==> src/rtl/bus_mux_arb.sv <==
// -----------------------------------------------------------------------------
// bus_mux_arb
//
// Registered source-select mux for the processor datapath bus. The control FSM
// picks one source with a one-hot select: a general register, DIN, G, the
// constant 0 or the constant 1. The chosen value appears on BusWires one edge
// after the select is sampled.
//
// If more than one select bit is set on an edge, that edge is a conflict. A
// conflict pulses Conflict, sets ConflictSticky, bumps a saturating counter,
// captures the offending select vector and moves the FSM to FAULT. With
// LOCK_ON_FAULT=1 the bus stays frozen in FAULT until ClearErr arrives on an
// edge that has no conflict.
//
// Ports
//   Clock          in   1            rising-edge clock
//   Resetn         in   1            asynchronous active-low reset
//   Rout           in   N_REGS       one-hot register select (bit k -> Rk)
//   DINout         in   1            select DIN
//   Gout           in   1            select G
//   ZeroOut        in   1            select constant 0
//   OneOut         in   1            select constant 1 (zero-extended)
//   R_flat         in   N_REGS*W     register data, Rk = R_flat[k*W +: W]
//   DIN            in   W            external data input
//   G              in   W            ALU result register
//   ClearErr       in   1            clear sticky error / leave FAULT
//   BusWires       out  W            registered bus value
//   BusValid       out  1            last edge loaded a legal single select
//   Conflict       out  1            last edge saw more than one select bit
//   ConflictSticky out  1            any conflict since the last ClearErr
//   ConflictCount  out  CNT_W        saturating count of conflict edges
//   LastConflSel   out  N_REGS+4     select vector at the most recent conflict
// -----------------------------------------------------------------------------
module bus_mux_arb #(
    parameter int W             = 16,
    parameter int N_REGS        = 8,
    parameter bit HOLD_LAST     = 1'b1,
    parameter bit LOCK_ON_FAULT = 1'b0,
    parameter int CNT_W         = 8
) (
    input  logic                  Clock,
    input  logic                  Resetn,
    input  logic [N_REGS-1:0]     Rout,
    input  logic                  DINout,
    input  logic                  Gout,
    input  logic                  ZeroOut,
    input  logic                  OneOut,
    input  logic [N_REGS*W-1:0]   R_flat,
    input  logic [W-1:0]          DIN,
    input  logic [W-1:0]          G,
    input  logic                  ClearErr,
    output logic [W-1:0]          BusWires,
    output logic                  BusValid,
    output logic                  Conflict,
    output logic                  ConflictSticky,
    output logic [CNT_W-1:0]      ConflictCount,
    output logic [N_REGS+3:0]     LastConflSel
);

    localparam int SEL_W = N_REGS + 4;

    typedef enum logic [1:0] {
        IDLE  = 2'd0,
        DRIVE = 2'd1,
        FAULT = 2'd2
    } state_t;

    state_t             state;
    state_t             state_next;

    logic [SEL_W-1:0]   sel;
    logic               sel_none;
    logic               sel_multi;
    logic               sel_single;
    logic               locked;
    logic [W-1:0]       mux_val;

    logic [W-1:0]       bus_next;
    logic               valid_next;
    logic               confl_next;
    logic               sticky_next;
    logic [CNT_W-1:0]   count_next;
    logic [SEL_W-1:0]   last_next;

    assign sel = {OneOut, ZeroOut, Gout, DINout, Rout};

    // Clearing the lowest set bit leaves something only if two or more bits
    // were set, so the population count never has to be computed.
    assign sel_none   = ~|sel;
    assign sel_multi  = |(sel & (sel - SEL_W'(1)));
    assign sel_single = ~sel_none & ~sel_multi;

    assign locked = LOCK_ON_FAULT && (state == FAULT);

    // AND-OR mux. The result is only used when exactly one select bit is set,
    // so OR-ing the masked sources gives the selected one without priority.
    always_comb begin
        mux_val = '0;
        for (int k = 0; k < N_REGS; k++) begin
            if (Rout[k]) begin
                mux_val = mux_val | R_flat[k*W +: W];
            end
        end
        if (DINout) mux_val = mux_val | DIN;
        if (Gout)   mux_val = mux_val | G;
        if (OneOut) mux_val = mux_val | W'(1);
        // ZeroOut contributes nothing to the OR.
    end

    // NOTE: every signal written here gets a default first; a path that skips
    // an assignment would otherwise infer a latch.
    always_comb begin
        state_next  = state;
        bus_next    = BusWires;
        valid_next  = 1'b0;
        confl_next  = 1'b0;
        sticky_next = ConflictSticky;
        count_next  = ConflictCount;
        last_next   = LastConflSel;

        if (sel_multi) begin
            // A conflict beats ClearErr on the same edge, locked or not.
            confl_next  = 1'b1;
            sticky_next = 1'b1;
            count_next  = (&ConflictCount) ? ConflictCount
                                           : ConflictCount + CNT_W'(1);
            last_next   = sel;
            state_next  = FAULT;
        end else if (locked) begin
            // Bus frozen; the select on the exit edge is ignored and only
            // takes effect from the next edge onwards.
            if (ClearErr) begin
                sticky_next = 1'b0;
                state_next  = IDLE;
            end
        end else begin
            if (ClearErr) begin
                sticky_next = 1'b0;
            end
            if (sel_single) begin
                bus_next   = mux_val;
                valid_next = 1'b1;
                state_next = DRIVE;
            end else begin
                bus_next   = HOLD_LAST ? BusWires : '0;
                state_next = IDLE;
            end
        end
    end

    // NOTE: state registers use non-blocking assignments so every flop samples
    // the values from before the edge, independent of statement order.
    always_ff @(posedge Clock or negedge Resetn) begin
        if (!Resetn) begin
            state          <= IDLE;
            BusWires       <= '0;
            BusValid       <= 1'b0;
            Conflict       <= 1'b0;
            ConflictSticky <= 1'b0;
            ConflictCount  <= '0;
            LastConflSel   <= '0;
        end else begin
            state          <= state_next;
            BusWires       <= bus_next;
            BusValid       <= valid_next;
            Conflict       <= confl_next;
            ConflictSticky <= sticky_next;
            ConflictCount  <= count_next;
            LastConflSel   <= last_next;
        end
    end

endmodule

==> config.mk <==
export PLATFORM = sky130hd
export DESIGN_NAME = bus_mux_arb
export DESIGN_NICKNAME = d
export VERILOG_FILES = /design/src/rtl/bus_mux_arb.sv
export SDC_FILE = /design/constraint.sdc
export NUM_CORES = 1
export LEC_CHECK = 0
export CORE_ASPECT_RATIO = 1.75
export CORE_MARGIN = 2
export CORE_UTILIZATION = 29
export DETAILED_ROUTE_END_ITERATION = 6
export GPL_TIMING_DRIVEN = 0
export PLACE_DENSITY = 0.76
export SLEW_MARGIN = 20
export SYNTH_ARGS = -nofsm -noshare
export SYNTH_HDL_FRONTEND = slang
export SYNTH_SLANG_ARGS = --single-unit
==> constraint.sdc <==
create_clock -name Clock -period 1.6 [get_ports Clock]
set_input_delay 0.32 -clock Clock [delete_from_list [all_inputs] [get_ports Clock]]
set_output_delay 0.32 -clock Clock [all_outputs]
set_load 0.01 [all_outputs]
After elaboration in Yosys (flattened, before gate mapping)
Cells that the tools add are included.
- bits in registers: 39
- bits of input ports: 175
- output and inout bits: 39
- word-level logic and storage cells: 43
- add/sub/neg operators: 2
- multiplexer cells: 16
- bitwise logic cells: 13
- reduce and logical (&&, ||, !) cells: 6
- operators with widths (kind ; number):
    16-bit two-way mux ; 10
    16-bit OR ; 9
    12-bit OR reduction ; 2
    12-bit bitwise AND ; 1
    12-bit by 1-bit subtractor with 12-bit output, second input constant ; 1
    8-bit by 1-bit adder with 8-bit output, second input constant ; 1
    8-bit AND reduction ; 1
    1-bit two-way mux ; 6
    2-bit AND reduction ; 2
    1-bit inverter ; 2
    2-bit nonzero test ; 1
    1-bit bitwise AND ; 1

Logic depth before layout (Yosys ltp)
- depth in word-level cells: 20
- mapped depth: 9
- mapped depth without buffers: 6

Least setup slack after synthesis
No wires, ideal clock.
- path kind: input -> register
- start point: input Rout[0]
- end point: register BusWires[0]
- library setup time: 0.125 ns
- arrival time: 2.640 ns
- data required time: 1.475 ns
- path slack: -1.165 ns
- stages: 9
- buffers on the path: 4
- cell sequence: buf_6 or4_1 buf_2 maj3_1 o31a_1 buf_2 nor3_4 buf_8 mux2_4
- longest elaborated chain between the ends: 20
- elaborated cells on any way between the ends: 27
- those cells by class: add/sub (1); mux (11); bitwise (12); reduce/logical (3)
- ends and longest elaborated chain (item ; RTL line ; source):
    start: declaration ; 43 ; input logic [N_REGS-1:0] Rout,
    16-bit two-way mux ; 100 ; if (Rout[k]) begin
    16-bit OR ; 101 ; mux_val = mux_val | R_flat[k*W +: W];
    16-bit two-way mux ; 100 ;
    16-bit OR ; 101 ;
    16-bit two-way mux ; 100 ;
    16-bit OR ; 101 ;
    16-bit two-way mux ; 100 ;
    16-bit OR ; 101 ;
    [... 4 more ...] ; - ;
    16-bit two-way mux ; 100 ;
    16-bit OR ; 101 ;
    16-bit two-way mux ; 100 ;
    16-bit OR ; 104 ; if (DINout) mux_val = mux_val | DIN;
    16-bit two-way mux ; 104 ;
    16-bit OR ; 105 ; if (Gout) mux_val = mux_val | G;
    16-bit two-way mux ; 105 ;
    1-bit two-way mux ; 106 ; if (OneOut) mux_val = mux_val | W'(1);
    end signal: assignment ; 164 ; BusWires <= bus_next;
    end: declaration ; 52 ; output logic [W-1:0] BusWires,
Parallel ways exist; a longest one is shown, timed or not.
A chain may end at the register's enable or synchronous reset.

Worst setup path after layout
- start point: input Rout[5]
- end point: register LastConflSel[9]
- longest elaborated chain between the ends: 3
- ends and longest elaborated chain (item ; RTL line ; source):
    12-bit by 1-bit subtractor with 12-bit output ; 90 ; assign sel_multi = |(sel & (sel - SEL_W'(1)));
    12-bit bitwise AND * ; 90 ;
    12-bit OR reduction * ; 90 ;
    end signal: assignment ; 169 ; LastConflSel <= last_next;
    end: declaration ; 57 ; output logic [N_REGS+3:0] LastConflSel
Mark *: on every way between the ends. The rest lies on a longest branch, timed or not.

==> results.md <==
* Outcome: finished, violations left
* Violated checks: hold timing, setup timing
* EDFF count, synth at 0
* Clk slew on worst S/H paths at approximately 0.060 ns
* Sequential cell area fraction in the yosys report at 0.3852
* WHS at -0.003904 ns
* Netlist cell types at 36
* CTS Buffer Depth at 2
* I/O pin cnt at approximately 210
* Starting Density at 0.2961
* Synth Warn # at 0
* WL met2 at 7.183 mm
* Clk sinks at 39
* Unrepaired setup endpoints after global routing: yes
* Crit end category: flop
* Die width at 74.66 um
* Sw Ratio at 0.2835
* Worst Tran Pin Value at between 0.8 and 0.9 ns
* Critical Path RT at roughly 1.8 ns
* Wire length on met1 at ~4.9 mm
* Initial DRC Count at roughly 210
* Reg2reg start: ConflictCount[0]
* Vias in the first global route at 3284
* Number of fill cells at 688
* Internal at about 3000 uW
* Synthesized area at approximately 2500 um2
* Pin count of the biggest net entering global routing at 22
* DRC at 0
* R2R setup slack at -0.42 ns
* All-Layer GR Usage at 0.2725
* Net Sw Power at roughly 1200 uW
* Clock share of power at 0.287
* Die span in y at 127.7 um
* Synthesis-to-layout area growth at 116.9%
* Inserted Clock Buffers at 5
* Highest metal layer with signal wires: met4
* Main area contributors after synthesis: dfrtp_1 39%, a22oi_1 13%, mux2_2 10%
* Max_cap viols at 0
* Worst reg2reg path endpoint: ConflictCount[1]
* Die area at around 9500 um2
* Power density cells at between 700 and 800 nW/um2
* Worst Setup SP: Rout[5]
* Core area at between 8000 and 9000 um2
* Worst-path maximum fanout at 4
* Placed wire-length estimate at between 10 and 15 mm
* Synthesized area per cell at 10.74 um2
* Final setup viols at 39
* FMAX at 417.7 MHz
* Post-synth top area cell: dfrtp_1
* Setup ws final at -0.7939 ns
* Ys async rst share at 1.000
* Slew Viols, Final at 0
* Share of post-route cells with drive strength above 1 at 0.2034
* Synthesized Nets at approximately 400
* Worst-Skew Late Latency at 0.28 ns
* CTS tree: built
* Depth of the most critical reg-to-reg path at 6
* Clk_skew at roughly 0.0028 ns
* First-pass GRT wire length at 18.73 mm
* Finished Cell Area at ~5500 um2
* PortBufs at 211
* Count leader, synth: a22oi_1
* Drt wl/cell at ~23 um
* Combinational share of power at 0.395
* Overflow after GRT at 0
* Routed vias at approximately 3200
* Vias per cell at roughly 5.4
* Flop and latch count out of synthesis at 39
* Met3 wire length at between 1 and 1.5 mm
* Routed WL at ~14 mm
* Htree depth at 2
* Final Hold Fails at 10
* Worst VDD drop at 0.0005803 V
* Primary FF master, synth: dfrtp_1
* Reg power frac at 0.318
* Final ANT Viol Nets at 0
* Worst hold path class: primary input to async pin
* Post-DP Area at approximately 4900 um2
* Post-synth top area share at 0.3852
* Cells after synthesis at 236
* FP Rows at between 40 and 50
* Final setup TNS at -26.39 ns
* Most frequent cells after synthesis: 45 x a22oi_1, 39 x dfrtp_1, 23 x mux2_2
* Initial antenna violation count at 1
* Pleak at around 0.0022 uW
* Final period util at 1.496
* Final Critical Period at 2.394 ns
* Worst EP arrival at ~2.6 ns
* Kind of critical path: primary input to flop
* First drt pass iteration count at 5
* CP Launch Type: primary input
* Max_slew headroom at 0.4479
* Routability cong. at 0.8727
* Final net count at 652
* CP Capture Point: LastConflSel[9]
* Root buffer cell: clkbuf_16
how the worst min path moves through the flow:
stage / from / end / slack, ns / depth (start not counted)
after detailed placement: Resetn / LastConflSel[10] / 0.31 / 1
final: Resetn / LastConflSel[9] / -0.004 / 1
after CTS: Resetn / LastConflSel[9] / 0.02 / 1
after global routing: Resetn / LastConflSel[10] / 0.03 / 1
after global placement: LastConflSel[7] / LastConflSel[7] / 0.49 / 1
after floorplan: Resetn / BusValid / 0.02 / 0
logic make-up after synthesis:
group,synth area share
flops,0.3852
simple gates,0.09087
xor+xnor,0.01037
compound gates,0.2978
buf+inv,0.04741
fa+ha+maj,0.01284
mux,0.1556
cells in the final DEF, fill, tap and decap left out, types with 3 or more instances in the layout:
master / Yosys / layout
clkdlybuf4s50_1: 0 / 200
a22oi_1: 45 / 45
dfrtp_1: 39 / 36
mux2_4: 9 / 32
a22o_1: 18 / 18
a221oi_1: 16 / 16
nand4_1: 15 / 15
buf_6: 1 / 14
buf_1: 9 / 9
buf_4: 0 / 9
clkbuf_1: 10 / 7
clkbuf_16: 0 / 5
clkbuf_2: 0 / 4
nand3_1: 4 / 4
dfrtp_2: 0 / 3
or3_1: 3 / 3
and3_1: 3 / 3
o21ai_4: 0 / 3
nand2_1: 3 / 3
buf_16: 0 / 3
buf_2: 3 / 3
buf_12: 0 / 3
through the flow:
step	worst slack, ns	cells	hold slack, ns	power (uW)	utilization
global placement	-1.628	564	0.4881	2669	0.5651
global route	-0.8526	595	0.02675	4220	0.6421
floorplan	-0.9780	236	0.02441	1794	-
CTS	-0.7475	591	0.01644	3958	0.6295
detailed placement	-1.692	565	0.3114	2700	0.5677
finish	-0.7939	595	-0.003904	4075	0.6421
registers in the layout, summed over array words and instances (netlist names):
signal	flops
ConflictCount	8
BusValid	1
ConflictSticky	1
LastConflSel	12
BusWires	16
Conflict	1
routing by layer:
metal | GRT usage | up-vias
li1 | - | 1460
met5 | 0 | -
met3 | 0.06289 | 16
met1 | 0.3153 | 1548
met2 | 0.4857 | 208
met4 | 0.08088 | 0
layout make-up:
cell class,instances,area [um2],share of cell area
timing repair buffer,236,2414,0.4392
multi-input combinational,171,1662,0.3024
sequential,39,979.7,0.1783
tap,117,146.4,0.02664
clock buffer,6,138.9,0.02527
buffer,21,110.1,0.02004
clock inverter,2,35.03,0.006375
inverter,2,7.507,0.001366
antenna,1,2.502,0.0004554
power by group through the flow:
stage          logic [uW]  registers [uW]  clock network, uW
4_1_cts              1500            1270               1180
3_3_place_gp         1390            1280                  0
5_1_grt              1690            1310               1220
3_5_place_dp         1420            1280                  0
2_1_floorplan         468            1330                  0
6_report             1610            1300               1170
critical path: stages:
cell       delay, ns
buf_6           0.09
or4_4           0.57
buf_12          0.16
a2111oi_4       0.36
o311ai_4        0.17
buf_4           0.18
nor2_4          0.18
buf_12          0.13
buf_16          0.11
mux2_4          0.29
timing repair:
item / CTS / global route
buffers inserted: 17 / 6
resized for setup: 66 / 34
endpoints found under the setup margin: 39 / 44
hold buffers: 0 / 0
cloned: 2 / 0
pin swaps: 11 / 13
Note: power is estimated with default switching activity, not from simulation.
